File: config.mk
export PLATFORM = sky130hd
export DESIGN_NAME = fpu_addsub_arbiter
export DESIGN_NICKNAME = d
export VERILOG_FILES = /design/src/rtl/fpu_ctrl_pkg.sv /design/src/rtl/fpu_rr_arb2.sv /design/src/rtl/fpu_addsub_arbiter.sv
export SDC_FILE = /design/constraint.sdc
export NUM_CORES = 1
export LEC_CHECK = 0
export CORE_AREA = 2 2 108 110
export DETAILED_ROUTE_END_ITERATION = 16
export DIE_AREA = 0 0 110 112
export DONT_BUFFER_PORTS = 1
export REMOVE_ABC_BUFFERS = 1
export SYNTH_ARGS = -nofsm -noshare
export SYNTH_HDL_FRONTEND = slang
export SYNTH_SLANG_ARGS = --single-unit
File: constraint.sdc
create_clock -name clk -period 1.9 [get_ports clk]
set_input_delay 0.38 -clock clk [delete_from_list [all_inputs] [get_ports clk]]
set_output_delay 0.38 -clock clk [all_outputs]
set_load 0.02 [all_outputs]
File: src/rtl/fpu_ctrl_pkg.sv
// Shared encodings for the FP add/sub request arbiter: FSM states, op codes
// and flag bit positions.
package fpu_ctrl_pkg;

    typedef enum logic [1:0] {
        ST_IDLE = 2'd0,
        ST_WAIT = 2'd1,
        ST_RESP = 2'd2
    } fsm_state_e;

    localparam logic OP_ADD = 1'b0;
    localparam logic OP_SUB = 1'b1;

    localparam int FLAG_OVF = 0;
    localparam int FLAG_UDF = 1;
    localparam int FLAG_EXC = 2;

    // Wide enough for the largest unit latency (15)
    localparam int CNT_W = 4;

endpackage

File: src/rtl/fpu_rr_arb2.sv
// Two-requester round-robin grant: a tie goes to the port that did not win
// last; the last winner is remembered on every grant.
import fpu_ctrl_pkg::*;

module fpu_rr_arb2 (
    input  logic       clk,
    input  logic       rst_n,
    input  logic       i_en,
    input  logic [1:0] i_valid,
    output logic [1:0] o_grant
);

    logic r_last;

    always_comb begin
        o_grant = 2'b00;
        if (i_en) begin
            if (i_valid == 2'b11) o_grant = r_last ? 2'b01 : 2'b10;
            else                  o_grant = i_valid;
        end
    end

    // Reset to port 1 so that port 0 wins the first tie
    always_ff @(posedge clk or negedge rst_n) begin
        if (!rst_n)         r_last <= 1'b1;
        else if (|o_grant)  r_last <= o_grant[1];
    end

endmodule

File: src/rtl/fpu_addsub_arbiter.sv
// Shares one add/sub datapath between two requesters: grants one op at a time,
// waits UNIT_LAT cycles, then holds the sampled result on a valid/ready port.
import fpu_ctrl_pkg::*;

module fpu_addsub_arbiter #(
    parameter int XLEN     = 32,
    parameter int UNIT_LAT = 1
) (
    input  logic            clk,
    input  logic            rst_n,
    input  logic            req0_valid,
    input  logic            req1_valid,
    output logic            req0_ready,
    output logic            req1_ready,
    input  logic [XLEN-1:0] req0_a,
    input  logic [XLEN-1:0] req0_b,
    input  logic [XLEN-1:0] req1_a,
    input  logic [XLEN-1:0] req1_b,
    input  logic            req0_op,
    input  logic            req1_op,
    output logic [XLEN-1:0] unit_a,
    output logic [XLEN-1:0] unit_b,
    output logic            unit_op,
    input  logic [XLEN-1:0] unit_result,
    input  logic            unit_overflow,
    input  logic            unit_underflow,
    input  logic            unit_exception,
    output logic            rsp_valid,
    input  logic            rsp_ready,
    output logic            rsp_id,
    output logic [XLEN-1:0] rsp_result,
    output logic [2:0]      rsp_flags,
    output logic [2:0]      sticky_flags,
    input  logic            sticky_clr,
    output logic            busy
);

    localparam logic [CNT_W-1:0] LAT_LD = CNT_W'(UNIT_LAT);

    fsm_state_e       r_state, w_next;
    logic [CNT_W-1:0] r_cnt;
    logic [XLEN-1:0]  r_unit_a, r_unit_b, r_rsp_result;
    logic             r_unit_op, r_rsp_id;
    logic [2:0]       r_rsp_flags, r_sticky;
    logic [1:0]       w_grant;
    logic             w_arb_en, w_capture;
    logic [2:0]       w_flags;

    // Gating with rst_n keeps both readies low while reset is held
    assign w_arb_en  = rst_n && (r_state == ST_IDLE);
    assign w_capture = (r_state == ST_WAIT) && (r_cnt == CNT_W'(1));

    fpu_rr_arb2 u_arb (
        .clk     (clk),
        .rst_n   (rst_n),
        .i_en    (w_arb_en),
        .i_valid ({req1_valid, req0_valid}),
        .o_grant (w_grant)
    );

    always_comb begin
        w_flags           = 3'b000;
        w_flags[FLAG_OVF] = unit_overflow;
        w_flags[FLAG_UDF] = unit_underflow;
        w_flags[FLAG_EXC] = unit_exception;
    end

    always_ff @(posedge clk or negedge rst_n) begin
        if (!rst_n) r_state <= ST_IDLE;
        else        r_state <= w_next;
    end

    always_comb begin
        w_next = r_state;
        case (r_state)
            ST_IDLE: if (|w_grant)  w_next = ST_WAIT;
            ST_WAIT: if (w_capture) w_next = ST_RESP;
            ST_RESP: if (rsp_ready) w_next = ST_IDLE;
            default:                w_next = ST_IDLE;
        endcase
    end

    always_comb begin
        rsp_valid = (r_state == ST_RESP);
        busy      = (r_state != ST_IDLE);
    end

    always_ff @(posedge clk or negedge rst_n) begin
        if (!rst_n) begin
            r_cnt     <= '0;
            r_unit_a  <= '0;
            r_unit_b  <= '0;
            r_unit_op <= 1'b0;
            r_rsp_id  <= 1'b0;
        end else if (|w_grant) begin
            r_cnt     <= LAT_LD;
            r_unit_a  <= w_grant[1] ? req1_a  : req0_a;
            r_unit_b  <= w_grant[1] ? req1_b  : req0_b;
            r_unit_op <= w_grant[1] ? req1_op : req0_op;
            r_rsp_id  <= w_grant[1];
        end else if (r_state == ST_WAIT) begin
            r_cnt <= r_cnt - CNT_W'(1);
        end
    end

    always_ff @(posedge clk or negedge rst_n) begin
        if (!rst_n) begin
            r_rsp_result <= '0;
            r_rsp_flags  <= 3'b000;
        end else if (w_capture) begin
            r_rsp_result <= unit_result;
            r_rsp_flags  <= w_flags;
        end
    end

    // A clear coinciding with a capture leaves only the new flags
    always_ff @(posedge clk or negedge rst_n) begin
        if (!rst_n)          r_sticky <= 3'b000;
        else if (sticky_clr) r_sticky <= w_capture ? w_flags : 3'b000;
        else if (w_capture)  r_sticky <= r_sticky | w_flags;
    end

    assign req0_ready   = w_grant[0];
    assign req1_ready   = w_grant[1];
    assign unit_a       = r_unit_a;
    assign unit_b       = r_unit_b;
    assign unit_op      = r_unit_op;
    assign rsp_id       = r_rsp_id;
    assign rsp_result   = r_rsp_result;
    assign rsp_flags    = r_rsp_flags;
    assign sticky_flags = r_sticky;

endmodule

==> Word-level counts from Yosys, hierarchy flattened <==
Cells that the tools add are included.
{ "totals": {"regBits": 111, "in_bits": 171, "output_inout_bits": 108, "elab_cells": 42} }
{ "classes": {"n_addsub": 1, "n_eq_ne": 7, "mux": 15, "bitwise_logic": 1, "reduce_logical": 8} }
{ "ops": {"columns": ["op", "count"], "rows": [
  ["32-bit 2-to-1 mux", 2],
  ["2-bit 2-to-1 mux", 6],
  ["3-bit 2-to-1 mux", 3],
  ["4-bit 2-to-1 mux", 2],
  ["2-bit case mux with 3 select lines", 1],
  ["2-bit nonzero test", 3],
  ["2-bit equality test (second input constant)", 2],
  ["4-bit by 1-bit equality test with 1-bit output (second input constant)", 1],
  ["2-bit by 1-bit != test with 1-bit output (second input constant)", 2],
  ["4-bit by 1-bit subtractor with 4-bit output (second input constant)", 1],
  ["3-bit OR", 1],
  ["3-bit AND reduction", 1],
  ["2-bit by 1-bit equality test with 1-bit output (second input constant)", 1],
  ["1-bit logical AND", 2],
  ["2-bit zero test", 1],
  ["2-bit != test (second input constant)", 1],
  ["2-bit OR reduction", 1],
  ["1-bit 2-to-1 mux", 1]
]} }

==> Logic depth before layout (Yosys ltp) <==
{ "depth": {"depth_word": 6, "mapped_depth": 7} }

==> Modules after synthesis <==
A second synthesis with hierarchy kept.
{ "unflattened": {"cells_unflattened": 413, "hier_area_um2": 4906.0} }
{ "modules_own_cells": {"columns": ["module", "instances", "cells_each", "area_per_inst_um2", "seq_area_each_um2"], "rows": [
  ["fpu_addsub_arbiter", 1, 405, 4843.4, 2752.6],
  ["fpu_rr_arb2", 1, 8, 62.6, 26.3]
]} }

==> Least setup slack after synthesis <==
No wires, ideal clock.
{ "synth_timing": {"kind": "flip-flop to output port", "from": "reg r_state[0]", "to": "out req1_ready", "arrival_time_ns": 1.343, "setup_slack_ns": 0.177, "stages_incl_launch_ff": 4, "n_path_buf": 1, "path_cell_list": "dfrtp_1 > or3b_4 > buf_6 > nor2_1"} }
{ "synth_between": {"elab_chain_len": 3} }
{ "synth_rtl": {"columns": ["element", "line_no", "rtl"], "rows": [
  ["start, declared", "fpu_addsub_arbiter.sv:40", "fsm_state_e r_state, w_next;"],
  ["start signal, assigned", "fpu_addsub_arbiter.sv:70", "else r_state <= w_next;"],
  ["2-bit zero test", "fpu_addsub_arbiter.sv:50", "assign w_arb_en = rst_n && (r_state == ST_IDLE);"],
  ["1-bit logical AND", "fpu_addsub_arbiter.sv:50", null],
  ["2-bit 2-to-1 mux", "fpu_rr_arb2.sv:17", "if (i_en) begin"],
  ["end, declared", "fpu_addsub_arbiter.sv:14", "output logic req1_ready,"]
]} }
No other way between the ends.

==> Worst setup path in the final report <==
{ "layout_timing": {"from": "reg r_state[1]", "to": "out req1_ready"} }
Same word-level chain as after synthesis.

==> out/metrics.cfg <==
[sta]
relSlewSlack_pct=70.4
hold_viol=111
finalMaxSlewViolations=0
grt_setup_unrepaired=yes
finalCritPeriodShare_pct=98.3
fin_worst_skew_ps=8.47
fmax_ghz=0.535
hold_slack_ps=-275
fin_crit_ps=1870
finalSetupViolCount=0
tightest_slew_ps=444
setup_slack_ps=32.2

[worst_setup_path]
critPathCaptureType=primary output
critPathKind=flip-flop to primary output
arrival_ps=1490
crit_fanout=4
cp.required_ps=1520
cp-start-kind=flip-flop
r2r_cells=5

[route]
remaining_drc_errors=0
first_pass_iters=5
routedWlPerCell_um=22.7
drt_iter0_markers=328
viasPerCell=6.28
ant_nets=0
via_count=4030
detail_route.wirelength_um=14600

[final_layout]
stdcell_count=642
finalNetCount=667
multiInputGateArea_um2=2090
drive_gt1_share_pct=19.1
nFillCells=1068
area_delta_synth_final_pct=9.05
seq_area_um2=2780

[power]
powerDensity_nw_per_um2=1930
p_leak_nw=2.17
peakVddDrop_mv=0.787
p_total_mw=10.8

[min_path]
hold_path.class=input port to async pin

[synthesis]
syn_avg_cell_area_um2=10.1
synthCells=508
ys_ff_latch=111
synth_edf_count=0
yosysSeqAreaShare_pct=53.9
yosysTopAreaCell=dfrtp_1
synthArstFlopShare_pct=100
synth_area_leaders=dfrtp_1 53%, a31oi_1 7.9%, mux2_2 7.0%, nand3_1 6.8%, a21oi_1 6.4%
synth_ff_type=dfrtp_1
syn_area_um2=5150
yosysTopAreaCellShare_pct=53.4
ys_warn_count=0
synth_cell_types=34

[run_status]
violations=negative hold slack
status=finished with violations

[global_route]
overflow=0
track_usage_pct=23.1
grt_max_degree=115
grt_pass1_wl_um=22100
first_global_vias=4165
antenna_found_initial=1

[place]
dp_slack_ps=126
place_congestion=0.765
numPlacedInstances=616
portBuffers=0
dp_hpwl_um=10200

[floorplanning]
io_pins=279
die_y_um=112
core_area_um2=11200
die_area_um2=12300
die_w_um=110
initial_core_util_pct=46.1
rows=39

[clock_network]
clock-sinks=111
htree_levels=3
numCtsBuffers=9
cts-root-buf=clkbuf_16
insertion_delay_ps=340
clock_path_buffers=2
tritoncts=yes
clkTransAtPathRegs_ps=80

[flow_run]
drv_cap=0

## where the power goes
| group | leakage, nW | total [mW] | switching, mW | internal, mW |
|---|---|---|---|---|
| sequential | 1.26 | 5.85 | 2.31 | 3.55 |
| clock | 0.128 | 1.76 | 0.867 | 0.890 |
| combinational | 0.775 | 3.23 | 1.77 | 1.46 |
## layout by cell type, fill, tap and decap left out, types with 3 or more instances in the layout
cell,synthesis,routed
a21bo_2,4,4
a21oi_1,66,66
a31oi_1,65,65
buf_12,0,4
buf_4,2,23
clkbuf_16,0,9
dfrtp_1,110,108
inv_1,7,6
mux2_2,32,32
nand2_1,3,3
nand2b_1,3,3
nand3_1,70,69
o21ai_0,63,62
o21ai_1,7,8
## cell type report
class / count / share of cell area [%]
timing repair buffer: 29 / 4.90
clock inverter: 6 / 0.824
clock buffer: 9 / 4.01
tap: 143 / 3.18
multi-input combinational: 336 / 37.1
sequential: 111 / 49.5
antenna: 1 / 0.0445
inverter: 7 / 0.467
## per-stage QoR
stage,setup TNS [ps],instance area (um2),util (%)
detailed placement,0,5250,47.0
global placement,0,5250,47.0
floorplan,-193640,4860,-
finish,0,5620,50.3
global route,-16.8,5620,50.3
CTS,0,5600,50.1
## state kept, by name, indices dropped and copies added (netlist names)
signal,count
r_cnt,4
r_state,2
rsp_flags,3
rsp_id,1
rsp_result,32
sticky_flags,3
u_arb.r_last,1
unit_a,32
unit_b,32
unit_op,1
## worst paths after layout
path                               from              end  slack, ps
min in group clk             sticky_clr  sticky_flags[2]        140
hold / removal                    rst_n       unit_b[31]       -270
hold reg to reg            u_arb.r_last     u_arb.r_last        540
max in group asynchronous         rst_n     u_arb.r_last       1920
setup reg to reg             r_state[1]        unit_b[8]         60
setup / recovery             r_state[1]       req1_ready         30
## Yosys cell counts, types with 3 or more instances
cell type  instances
dfrtp_1          110
nand3_1           70
a21oi_1           66
a31oi_1           65
o21ai_0           63
mux2_2            32
buf_2             21
clkbuf_1          21
buf_6              7
inv_1              7
o21ai_1            7
a21bo_2            4
clkbuf_2           4
nand2_1            3
nand2b_1           3
nor2_1             3
## routing by layer
layer	wire, um	track usage (%)	part of all wire (%)	vias up
met5	0	0	0	-
met4	313	9.79	2.1	0
met3	1610	7.49	11	21
met2	7120	38.5	49	222
met1	5560	27.1	38	1944
li1	-	-	-	1843
## worst max-delay path, stage by stage (launching register included)
cell     delay (ps)
dfrtp_2         450
or3b_4          460
nor2_4          110
buf_6           130
## kinds of logic after synthesis
kind of cell	after synthesis	synth area share (%)
flops	111	53.9
simple gates	90	9.54
mux	32	6.99
fa+ha+maj	2	0.485
xor+xnor	1	0.170
buf+inv	62	6.29
compound gates	210	22.6
## timing repair
item                                    4_1_cts  5_1_grt
setup buffers                                 6        3
cloned                                        1        0
gates resized for setup                       8        1
pin swaps                                     2        0
endpoints found under the setup margin        2        3
endpoints found under the hold margin       111      111
No activity file was read; power rests on OpenSTA's default activity.
